`config.mk`:
```
export PLATFORM = sky130hd
export DESIGN_NAME = sensor_responder_flat
export DESIGN_NICKNAME = d
export VERILOG_FILES = /design/src/rtl/sensor_responder_pkg.sv /design/src/rtl/sensor_responder_if.sv /design/src/rtl/sensor_responder_spi_sync_edge.sv /design/src/rtl/sensor_responder.sv /design/src/flat_wrapper.sv
export SDC_FILE = /design/constraint.sdc
export NUM_CORES = 1
export LEC_CHECK = 0
export CAP_MARGIN = 20
export CORE_MARGIN = 2
export CORE_UTILIZATION = 55
export CTS_CLUSTER_DIAMETER = 100
export DETAILED_ROUTE_END_ITERATION = 10
export PLACE_DENSITY = 0.83
export SYNTH_ARGS = -nofsm -noshare
export SYNTH_HDL_FRONTEND = slang
export SYNTH_SLANG_ARGS = --single-unit
```
`constraint.sdc`:
```
create_clock -name clk -period 2 [get_ports clk]
set_input_delay 0.2 -clock clk [delete_from_list [all_inputs] [get_ports clk]]
set_output_delay 0.2 -clock clk [all_outputs]
set_load 0.02 [all_outputs]
```
`src/rtl/sensor_responder_pkg.sv`:
```
// Shared constants for the parking-sensor SPI responder.
// Latency: n/a (constants only).
// Backpressure: n/a.
package sensor_responder_pkg;

    // Default frame geometry: 3 leading zeros, 8-bit sample, 5 trailing zeros.
    localparam int DFLT_FRAME_BITS = 16;
    localparam int DFLT_DATA_BITS  = 8;
    localparam int DFLT_LEAD_ZEROS = 3;

    // clk must run at least this many times faster than SCLK for the
    // oversampling synchronisers to see every SCLK level.
    localparam int MIN_CLK_RATIO = 8;

    // Responder state encoding.
    localparam logic [1:0] ST_WAIT_IDLE = 2'd0;
    localparam logic [1:0] ST_IDLE      = 2'd1;
    localparam logic [1:0] ST_ACTIVE    = 2'd2;

endpackage

```
`src/rtl/sensor_responder_if.sv`:
```
// SPI link between the sensor-path master and the emulated sensor.
// Latency: n/a (wires only).
// Backpressure: none; SS/SCLK pace the transfer.
// Signals: SS (active-low select), SCLK (idle low), MOSI, MISO.
interface sensor_responder_if;
    logic SS;
    logic SCLK;
    logic MOSI;
    logic MISO;

    modport master (output SS, output SCLK, output MOSI, input MISO);
    modport slave  (input SS, input SCLK, input MOSI, output MISO);
endinterface

```
`src/rtl/sensor_responder_spi_sync_edge.sv`:
```
// Two-flop synchroniser for an async SPI line plus a third copy for edges.
// Latency: level 2 clk after the input; rise/fall pulse valid in the following cycle.
// Backpressure: none.
// Ports: clk, rst_n (sync, active-low), d (async in), level, rise, fall.
module sensor_responder_spi_sync_edge (
    input  logic clk,
    input  logic rst_n,
    input  logic d,
    output logic level,
    output logic rise,
    output logic fall
);

    logic meta;
    logic sync;
    logic sync_d;

    always_ff @(posedge clk) begin
        if (!rst_n) begin
            meta   <= 1'b0;
            sync   <= 1'b0;
            sync_d <= 1'b0;
        end else begin
            meta   <= d;
            sync   <= meta;
            sync_d <= sync;
        end
    end

    assign level = sync;
    assign rise  = sync & ~sync_d;
    assign fall  = ~sync & sync_d;

endmodule

```
`src/rtl/sensor_responder.sv`:
```
// SPI mode-0 responder emulating the parking sensor: sends {zeros, sample, zeros}, captures MOSI.
// Latency: first MISO bit 3 clk after the raw SS fall; frame_done/frame_error 3 clk after raw SS rise.
// Backpressure: none; the master paces frames, sample_valid is always accepted.
// Ports: clk, rst_n, spi (slave modport), sample_in/sample_valid, busy, frame_done, frame_error, rx_data.
module sensor_responder
    import sensor_responder_pkg::*;
#(
    parameter int FRAME_BITS = DFLT_FRAME_BITS,
    parameter int DATA_BITS  = DFLT_DATA_BITS,
    parameter int LEAD_ZEROS = DFLT_LEAD_ZEROS
) (
    input  logic                  clk,
    input  logic                  rst_n,
    sensor_responder_if.slave     spi,
    input  logic [DATA_BITS-1:0]  sample_in,
    input  logic                  sample_valid,
    output logic                  busy,
    output logic                  frame_done,
    output logic                  frame_error,
    output logic [FRAME_BITS-1:0] rx_data
);

    localparam int TRAIL_ZEROS = FRAME_BITS - LEAD_ZEROS - DATA_BITS;
    // Counter must reach FRAME_BITS+1 so a long frame stays distinguishable.
    localparam int CNT_W = $clog2(FRAME_BITS + 2);
    localparam logic [CNT_W-1:0] CNT_FULL = CNT_W'(FRAME_BITS);
    localparam logic [CNT_W-1:0] CNT_MAX  = CNT_W'(FRAME_BITS + 1);

    logic                  ss_sync, ss_rise, ss_fall;
    logic                  sclk_level_unused, sclk_rise, sclk_fall;
    logic                  mosi_meta, mosi_sync;
    logic [1:0]            state;
    logic [DATA_BITS-1:0]  hold;
    logic [CNT_W-1:0]      cnt;
    logic [FRAME_BITS-1:0] tx_shift;
    logic [FRAME_BITS-1:0] rx_shift;
    logic [FRAME_BITS-1:0] tx_load;

    sensor_responder_spi_sync_edge u_ss_sync (
        .clk   (clk),
        .rst_n (rst_n),
        .d     (spi.SS),
        .level (ss_sync),
        .rise  (ss_rise),
        .fall  (ss_fall)
    );

    sensor_responder_spi_sync_edge u_sclk_sync (
        .clk   (clk),
        .rst_n (rst_n),
        .d     (spi.SCLK),
        .level (sclk_level_unused),
        .rise  (sclk_rise),
        .fall  (sclk_fall)
    );

    // MOSI has the same 2-flop delay as SCLK, so it lines up with sclk_rise.
    always_ff @(posedge clk) begin
        if (!rst_n) begin
            mosi_meta <= 1'b0;
            mosi_sync <= 1'b0;
        end else begin
            mosi_meta <= spi.MOSI;
            mosi_sync <= mosi_meta;
        end
    end

    // A sample arriving on the load cycle goes straight into the frame.
    assign tx_load = FRAME_BITS'(sample_valid ? sample_in : hold) << TRAIL_ZEROS;

    always_ff @(posedge clk) begin
        if (!rst_n) begin
            state       <= ST_WAIT_IDLE;
            hold        <= '0;
            cnt         <= '0;
            tx_shift    <= '0;
            rx_shift    <= '0;
            rx_data     <= '0;
            busy        <= 1'b0;
            frame_done  <= 1'b0;
            frame_error <= 1'b0;
        end else begin
            frame_done  <= 1'b0;
            frame_error <= 1'b0;
            if (sample_valid) begin
                hold <= sample_in;
            end
            case (state)
                // Wait for SS high so a frame cut by reset is never half-served.
                ST_WAIT_IDLE: begin
                    if (ss_sync) begin
                        state <= ST_IDLE;
                    end
                end
                ST_IDLE: begin
                    if (ss_fall) begin
                        tx_shift <= tx_load;
                        cnt      <= '0;
                        busy     <= 1'b1;
                        state    <= ST_ACTIVE;
                    end
                end
                ST_ACTIVE: begin
                    // SS rise takes priority over any SCLK edge in the same cycle.
                    if (ss_rise) begin
                        busy  <= 1'b0;
                        state <= ST_IDLE;
                        if (cnt == CNT_FULL) begin
                            rx_data    <= rx_shift;
                            frame_done <= 1'b1;
                        end else begin
                            frame_error <= 1'b1;
                        end
                    end else begin
                        if (sclk_rise) begin
                            rx_shift <= {rx_shift[FRAME_BITS-2:0], mosi_sync};
                            if (cnt != CNT_MAX) begin
                                cnt <= cnt + 1'b1;
                            end
                        end
                        if (sclk_fall) begin
                            tx_shift <= {tx_shift[FRAME_BITS-2:0], 1'b0};
                        end
                    end
                end
                default: state <= ST_WAIT_IDLE;
            endcase
        end
    end

    assign spi.MISO = busy & tx_shift[FRAME_BITS-1];

endmodule

```
`src/flat_wrapper.sv`:
```
// flat-port wrapper written by rule: the top's interface ports become plain ports
module sensor_responder_flat import sensor_responder_pkg::*;
#(
    parameter int FRAME_BITS = DFLT_FRAME_BITS,
    parameter int DATA_BITS  = DFLT_DATA_BITS,
    parameter int LEAD_ZEROS = DFLT_LEAD_ZEROS
)
  (clk, rst_n, sample_in, sample_valid, busy, frame_done, frame_error, rx_data, spi_SS, spi_SCLK, spi_MOSI, spi_MISO);
  sensor_responder_if spi_i ();
  input  logic clk;
  input  logic rst_n;
  input  logic [DATA_BITS-1:0] sample_in;
  input  logic sample_valid;
  output logic busy;
  output logic frame_done;
  output logic frame_error;
  output logic [FRAME_BITS-1:0] rx_data;
  input wire logic [$bits(spi_i.SS)-1:0] spi_SS;
  input wire logic [$bits(spi_i.SCLK)-1:0] spi_SCLK;
  input wire logic [$bits(spi_i.MOSI)-1:0] spi_MOSI;
  output wire logic [$bits(spi_i.MISO)-1:0] spi_MISO;
  assign spi_i.SS = spi_SS;
  assign spi_i.SCLK = spi_SCLK;
  assign spi_i.MOSI = spi_MOSI;
  assign spi_MISO = spi_i.MISO;
  sensor_responder #(.FRAME_BITS(FRAME_BITS), .DATA_BITS(DATA_BITS), .LEAD_ZEROS(LEAD_ZEROS)) u_core (.clk(clk), .rst_n(rst_n), .spi(spi_i), .sample_in(sample_in), .sample_valid(sample_valid), .busy(busy), .frame_done(frame_done), .frame_error(frame_error), .rx_data(rx_data));
endmodule
```
[Word-level counts from Yosys, hierarchy flattened]
Index checks and enable logic that the tools add are counted.
Word-level totals
  bits in registers: 74
  input bits: 14
  output and inout bits: 20
  logic and storage cells: 67
Operators by class
  add/subtract/negate cells: 1
  equal/unequal tests: 11
  mux-type cells: 19
  bitwise logic cells: 10
  reductions and logical operators: 9
Operator list (number)
  16-bit 2-to-1 mux: 3
  16-bit one-hot mux with 2 select lines: 1
  5-bit 2-to-1 mux: 4
  3-bit AND reduction: 5
  2-bit by 1-bit != test with 1-bit output (second input constant): 5
  5-bit one-hot mux with 2 select lines: 1
  8-bit 2-to-1 mux: 1
  2-bit 2-to-1 mux: 3
  2-bit one-hot mux with 3 select lines: 1
  5-bit by 1-bit adder with 5-bit output (second input constant): 1
  1-bit bitwise AND: 5
  5-bit == test (second input constant): 1
  5-bit != test (second input constant): 1
  1-bit inverter: 5
  5-bit AND reduction: 1
  1-bit 2-to-1 mux: 4
  2-bit != test (second input constant): 2
  4-bit AND reduction: 1
  2-bit by 1-bit == test with 1-bit output (second input constant): 1
  2-bit == test (second input constant): 1
  2-bit logical NOT: 1
  1-bit one-hot mux with 2 select lines: 1
  2-bit nonzero test: 1

[Longest topological paths before layout]
Gate-level depths: netlist of the first run.
  depth in word-level cells: 5
  depth in mapped cells: 8

[Cells and area by module]
Synthesis of the first run repeated with hierarchy kept, for this count alone.
Second synthesis, totals
  cell total of the unflattened synthesis: 305
  area, all modules: 2777.7 um2
By module, submodules not included
  sensor_responder: times used 1, cells each 289, area each 2595.0 um2, sequential area each 1261.2 um2
  sensor_responder_spi_sync_edge: times used 2, cells each 8, area each 91.3 um2, sequential area each 60.1 um2

[Worst setup path before layout of the first run]
OpenSTA, ideal clock, no wires.
  path kind: flip-flop to flip-flop
  start point: reg u_core.state[0]
  end point: reg u_core.cnt[3]
  arrival time: 1.578 ns
  slack: 0.352 ns
  cell stages (with the launch flop): 7
  path through: dfxtp_1 > inv_1 > ha_1 > buf_4 > a221o_1 > nor4_1 > o2bb2ai_1
On the way
  cells in the longest elaborated chain, start to end: 3
RTL lines
  start: declaration: line sensor_responder.sv:32  | logic [1:0] state;
  start signal: assignment: line sensor_responder.sv:73  | state <= ST_WAIT_IDLE;
  start signal: assignment: line sensor_responder.sv:92  | state <= ST_IDLE;
  start signal: assignment: line sensor_responder.sv:100  | state <= ST_ACTIVE;
  2-bit == test / 2-bit by 1-bit == test with 1-bit output (equally long branches): line sensor_responder.sv:88  | case (state)
  2-bit by 1-bit != test with 1-bit output (no source line) (tied with other cells)
  5-bit AND reduction (no source line)
  end signal: assignment: line sensor_responder.sv:118  | cnt <= cnt + 1'b1;
  end: declaration: line sensor_responder.sv:34  | logic [CNT_W-1:0] cnt;
Several ways; a longest one is shown, not always the timed one.
A chain may end at the register's enable or synchronous reset.

[Final worst setup path of the first run]
  start point: reg u_core.state[0]
  end point: reg u_core.tx_shift[6]
On the way
  cells in the longest elaborated chain, start to end: 3
RTL lines
  2-bit == test / 2-bit by 1-bit == test with 1-bit output (equally long branches): line sensor_responder.sv:88
  2-bit != test (no source line) (tied with other cells)
  4-bit AND reduction (no source line)
  end signal: assignment: line sensor_responder.sv:97  | tx_shift <= tx_load;
  end signal: assignment: line sensor_responder.sv:122  | tx_shift <= {tx_shift[FRAME_BITS-2:0], 1'b0};
  end: declaration: line sensor_responder.sv:35  | logic [FRAME_BITS-1:0] tx_shift;
Several ways; a longest one is shown, not always the timed one.

==> results_dict.tcl, run 1 <==
set metrics [dict create \
    clkLatencyLatePin_ns 0.35 \
    synth_area_um2 2910 \
    yosysWarnings 0 \
    clk_pin_slew_ns 0.07 \
    dpl.hpwl_um 3520 \
    finalHoldViolCount 0 \
    avgSynthCellArea_um2 9.06 \
    synth_seq_cells 69 \
    grt_setup_unrepaired "no" \
    initial_core_util 0.570 \
    die_w_um 76.7 \
    area_growth_pct 19.5 \
    status "finished clean" \
    io_pins 34 \
    yosysTopAreaCell "dfxtp_1" \
    grt_first_pass_wirelength_um 9050 \
    p_leak_nw 1.26 \
    fin_worst_skew_ns 0.00907 \
    whs_ns 0.197 \
    required_ns 2.25 \
    rr_worst_depth 5 \
    holdPathStages 3 \
    hp-start "rst_n" \
    postCtsSetupBuffers 0 \
    antenna_found_initial 0 \
    max_clock_freq_mhz 556 \
    pwr_density_cell_nw_per_um2 876 \
    vdd_drop_max_v 0.000653 \
    finalWirelength_um 5330 \
    ys_seq_area_frac 0.475 \
    drt-pass1-iter-count 4 \
    yosysTopAreaCellShare 0.475 \
    diodes 0 \
    critical_path_arrival_ns 2.04 \
    port_buffers 33 \
    grt_pass1_vias 2093 \
    synth-main-ff-cell "dfxtp_1" \
    cts_resized 0 \
    syn_inst 321 \
    drc 0 \
    finish.utilization 0.681 \
    numCtsBuffers 9 \
    gp_congestion 0.835 \
    grt-ovfl-total 0 \
    finalSetupViolations 0 \
    rr_startpoint "u_core.state[0]" \
    hp-class "input pin to flop" \
    multi_input_area_um2 1400 \
    grt.total_usage 0.194 \
    coreArea_um2 5110 \
    worstHoldEndpoint "u_core.frame_error" \
    drt-wirelength-per-cell_um 12.4 \
    tns_ns 0 \
    maxSlewViolCount 0 \
    mostFrequentLayoutCells "nand2_1, dfxtp_1, clkdlybuf4s50_1, a21boi_0, mux2i_1" \
    via_per_inst 5.17 \
    syn_nets 343 \
    path_max_fanout 11 \
    worstMarginPinSlew_ns 0.415 \
    ant_nets 0 \
    die_h_um 76.7 \
    async_flop_share 0 \
    register_area_um2 1380 \
    grt_max_degree 82 \
    die_area_um2 5890 \
    end_kind "flop" \
    critPathKind "flop to flop" \
    ys_types 41 \
    htree_levels 3 \
    cts_root_buf "clkbuf_8" \
    placed_area_um2 3300 \
    reg2reg_to "u_core.tx_shift[6]" \
    final_cell_area_um2 3480 \
    drive_above_1_share 0.100 \
    clkSinkCount 69 \
    num_vias 2219 \
    cts_hold_buf 0 \
    timing.final.crit_period_ns 1.80 \
    synth-edff-count 0 \
    fin_crit_sh 0.899 \
    rows 26 \
    clk_path_buf_depth 2 \
    rrSetupSlack_ns 0.20 \
    drv_cap 0 \
    relSlewSlack 0.724 \
    nets 376 \
    startpoint_type "flop" \
    fill_cells 420 \
    cts_tree "built" \
    drt-initial-drc-count 128 \
    layout_commonest_cell "nand2_1" \
    ys_top_cells_by_area "dfxtp_1, nand2_1, a21boi_0" \
]
-- power by group --
group          internal [mW]  switching, mW
clock network          0.478          0.510
logic                  0.244          0.318
registers               1.45         0.0489
total                   2.17          0.877
-- layer usage --
layer	part of all wire	wire length, µm	GRT usage
met5	0	0	0
met4	0.021	111	0.0982
met3	0.027	144	0.0541
met2	0.48	2570	0.331
met1	0.47	2500	0.222
-- cell type report --
| type | count | share of cell area |
|---|---|---|
| Multi-Input combinational cell | 224 | 0.401 |
| Clock buffer | 10 | 0.0396 |
| Clock inverter | 6 | 0.0112 |
| Tap cell | 70 | 0.0252 |
| Sequential cell | 69 | 0.397 |
| Inverter | 8 | 0.00864 |
| Timing Repair Buffer | 42 | 0.117 |
-- cell usage after synthesis (all sizes together) (5+ instances only) --
cell type  number
nand3           5
nand2          87
a21boi         32
inv             8
mux2i          13
ha              8
dfxtp          69
and2           10
a31o            7
o21ai          11
a21oi           6
and4            7
nor2b          10
clkbuf          9
buf            11
-- registers in the layout, summed over array words and instances, names as in the netlist --
register / flops
u_core.busy: 1
u_core.cnt: 5
u_core.frame_done: 1
u_core.frame_error: 1
u_core.hold: 8
u_core.mosi_meta: 1
u_core.mosi_sync: 1
u_core.rx_data: 16
u_core.rx_shift: 16
u_core.state: 2
u_core.tx_shift: 11
u_core.u_sclk_sync.level: 1
u_core.u_sclk_sync.meta: 1
u_core.u_sclk_sync.sync_d: 1
u_core.u_ss_sync.level: 1
u_core.u_ss_sync.meta: 1
u_core.u_ss_sync.sync_d: 1
-- stage by stage --
stage                     std cells  setup slack (ns)  power, mW
after floorplan                 321             0.352       1.95
after global placement          413             0.243       2.07
after detailed placement        413             0.180       2.08
after CTS                       429             0.174       3.07
after global routing            429            0.0272       3.20
final                           429             0.202       3.05
-- cell families (layout without fill, tap and decap cells) --
| logic type | Yosys count | count (layout) | share of synthesized area |
|---|---|---|---|
| buf+inv | 28 | 66 | 0.0469 |
| compound gates | 66 | 66 | 0.166 |
| fa+ha+maj | 8 | 8 | 0.0344 |
| flops | 69 | 69 | 0.475 |
| mux | 13 | 13 | 0.0447 |
| simple gates | 137 | 137 | 0.233 |
-- critical path, stage by stage (launching register included) --
cell and delay [ns]:
dfxtp_1 0.41, inv_1 0.09, ha_1 0.35, a221oi_4 0.35
nand2_2 0.22, a31o_2 0.29
-- worst max path at each step --
| stage | start | endpoint | slack (ns) | cells after the start |
|---|---|---|---|---|
| after CTS | u_core.state[0] | u_core.tx_shift[6] | 0.17 | 5 |
| after floorplan | u_core.state[0] | u_core.cnt[3] | 0.35 | 6 |
| final | u_core.state[0] | u_core.tx_shift[6] | 0.20 | 5 |
| after detailed placement | u_core.state[0] | u_core.tx_shift[6] | 0.18 | 5 |
| after global placement | u_core.state[0] | u_core.tx_shift[6] | 0.24 | 5 |
| after global routing | u_core.state[0] | u_core.rx_data[8] | 0.03 | 7 |
Power figures use the tool's default switching activity.
==> run 2, diff against run 1 <==
- CORE_UTILIZATION: 55 -> 60
- DONT_BUFFER_PORTS: default -> 1
- GPL_TIMING_DRIVEN: default -> 1
- PLACE_DENSITY: 0.83 -> 0.8
==> results_dict.tcl, run 2 (synthesis gave the netlist of run 1 again) <==
set metrics [dict create \
    ant_nets 0 \
    grt_max_degree 46 \
    critPathKind "flop to flop" \
    initial_core_util 0.620 \
    grt_first_pass_wirelength_um 8890 \
    diodes 0 \
    grt_pass1_vias 2014 \
    numCtsBuffers 9 \
    via_per_inst 5.50 \
    drt-initial-drc-count 112 \
    placed_cells 362 \
    grt_setup_unrepaired "no" \
    htree_levels 3 \
    drive_above_1_share 0.0942 \
    register_area_um2 1380 \
    crit_chain "inv_1 > ha_2 > o21ai_1 > nand2_2 > a31o_2" \
    drt-pass1-iter-count 4 \
    mostFrequentLayoutCells "nand2_1, dfxtp_1, a21boi_0, mux2i_1, a21boi_1" \
    die_h_um 73.6 \
    grt-ovfl-total 0 \
    p_clk_frac 0.350 \
    drc 0 \
    finalWirelength_um 5310 \
    reg_top3 "u_core.rx_data x16, u_core.rx_shift x16, u_core.tx_shift x11" \
    drt-wirelength-per-cell_um 13.9 \
    max_clock_freq_mhz 583 \
    stdcell_count 383 \
    critical_path_arrival_ns 1.95 \
    port_buffers 0 \
    layout_commonest_cell "nand2_1" \
    fin_crit_sh 0.857 \
    p_leak_nw 1.15 \
    cts_root_buf "clkbuf_8" \
    final_cell_area_um2 3180 \
    switching_share 0.270 \
    clkLatencyLatePin_ns 0.34 \
    num_vias 2105 \
    finalSetupViolations 0 \
    status "finished clean" \
    clkSinkCount 69 \
    clk_path_buf_depth 2 \
    placed_area_um2 2920 \
    coreArea_um2 4690 \
    antenna_found_initial 0 \
    die_w_um 73.6 \
    timing.final.crit_period_ns 1.71 \
    startpoint_type "flop" \
    fin_worst_skew_ns 0.00904 \
    grt.total_usage 0.217 \
    multi_input_area_um2 1390 \
    fill_cells 360 \
    tns_ns 0 \
    finalHoldViolCount 0 \
    pwr_density_cell_nw_per_um2 969 \
    vdd_drop_max_v 0.000817 \
    dpl.hpwl_um 3370 \
    path_max_fanout 12 \
    io_pins 34 \
    fin_total_pwr_mw 3.09 \
    crit_buf_inv 1 \
    required_ns 2.24 \
    p_seq_frac 0.489 \
    p_int_mw 2.25 \
    power.switching_uw 832 \
    drv_cap 0 \
    nets 348 \
    crit_family "compound AO/OA/AOI/OAI gates" \
    gp_congestion 0.897 \
    end_kind "flop" \
    relSlewSlack 0.323 \
    area_growth_pct 9.42 \
    cts_tree "built" \
    p_comb_frac 0.162 \
    die_area_um2 5420 \
    critPathSlowestCell "dfxtp_1" \
    maxSlewViolCount 0 \
    clk_pin_slew_ns 0.07 \
    finish.utilization 0.678 \
    rows 25 \
    cpPeakStageDelay_ns 0.40 \
    hp-class "input pin to flop" \
    worstMarginPinSlew_ns 1.01 \
]
-- run 2: cell count changes in the layout (fill, tap and decap cells not counted), sizes merged --
cell,before,now
clkdlybuf4s50,32,0
dlygate4sd3,0,7
buf,10,7
clkinv,4,1
bufinv,0,1
-- run 2: final timing paths --
| check | start | end | slack [ns] | depth (start not counted) |
|---|---|---|---|---|
| min | rst_n | u_core.rx_data[14] | 0.01 | 1 |
| max | u_core.state[0] | u_core.tx_shift[6] | 0.29 | 5 |
| min reg2reg | u_core.u_ss_sync.meta | u_core.u_ss_sync.level | 0.44 | 1 |
| max reg2reg | u_core.state[0] | u_core.tx_shift[6] | 0.29 | 5 |
-- run 2: area by class of cell --
| cell class | count | area share |
|---|---|---|
| clock buffers | 10 | 0.0432 |
| clock inverters | 4 | 0.0157 |
| inverters | 8 | 0.00943 |
| multi-input cells | 224 | 0.438 |
| flip-flops and latches | 69 | 0.434 |
| well taps | 54 | 0.0212 |
| repair buffers | 14 | 0.0385 |
-- run 2: power by group through the flow --
| stage | Sequential, mW | Combinational (mW) | Clock (mW) |
|---|---|---|---|
| after floorplan | 1.53 | 0.423 | 0 |
| after global placement | 1.53 | 0.459 | 0 |
| after detailed placement | 1.54 | 0.471 | 0 |
| after CTS | 1.51 | 0.493 | 1.10 |
| after global routing | 1.52 | 0.559 | 1.16 |
| final | 1.51 | 0.498 | 1.08 |
-- run 2: per-stage QoR --
stage	setup WS [ns]	hold slack (ns)
finish	0.286	0.0104
global route	0.123	0.000482
CTS	0.181	0.00000758
detailed placement	0.182	0.331
global placement	0.263	0.327
floorplan	0.352	0.327
-- run 2: layer usage --
layer,up-vias,part of all wire,GRT usage
met1,967,0.46,0.255
met2,36,0.48,0.362
li1,1094,-,-
met4,0,0.018,0.0949
met3,8,0.033,0.0672
met5,-,0,0
-- run 2: what timing repair did --
| item | 4_1_cts | 5_1_grt |
|---|---|---|
| hold buffers | 6 | 1 |
| setup endpoints to repair | 0 | 8 |
| hold endpoints to repair | 31 | 2 |
| resized for setup | 0 | 1 |
| setup buffers | 0 | 0 |
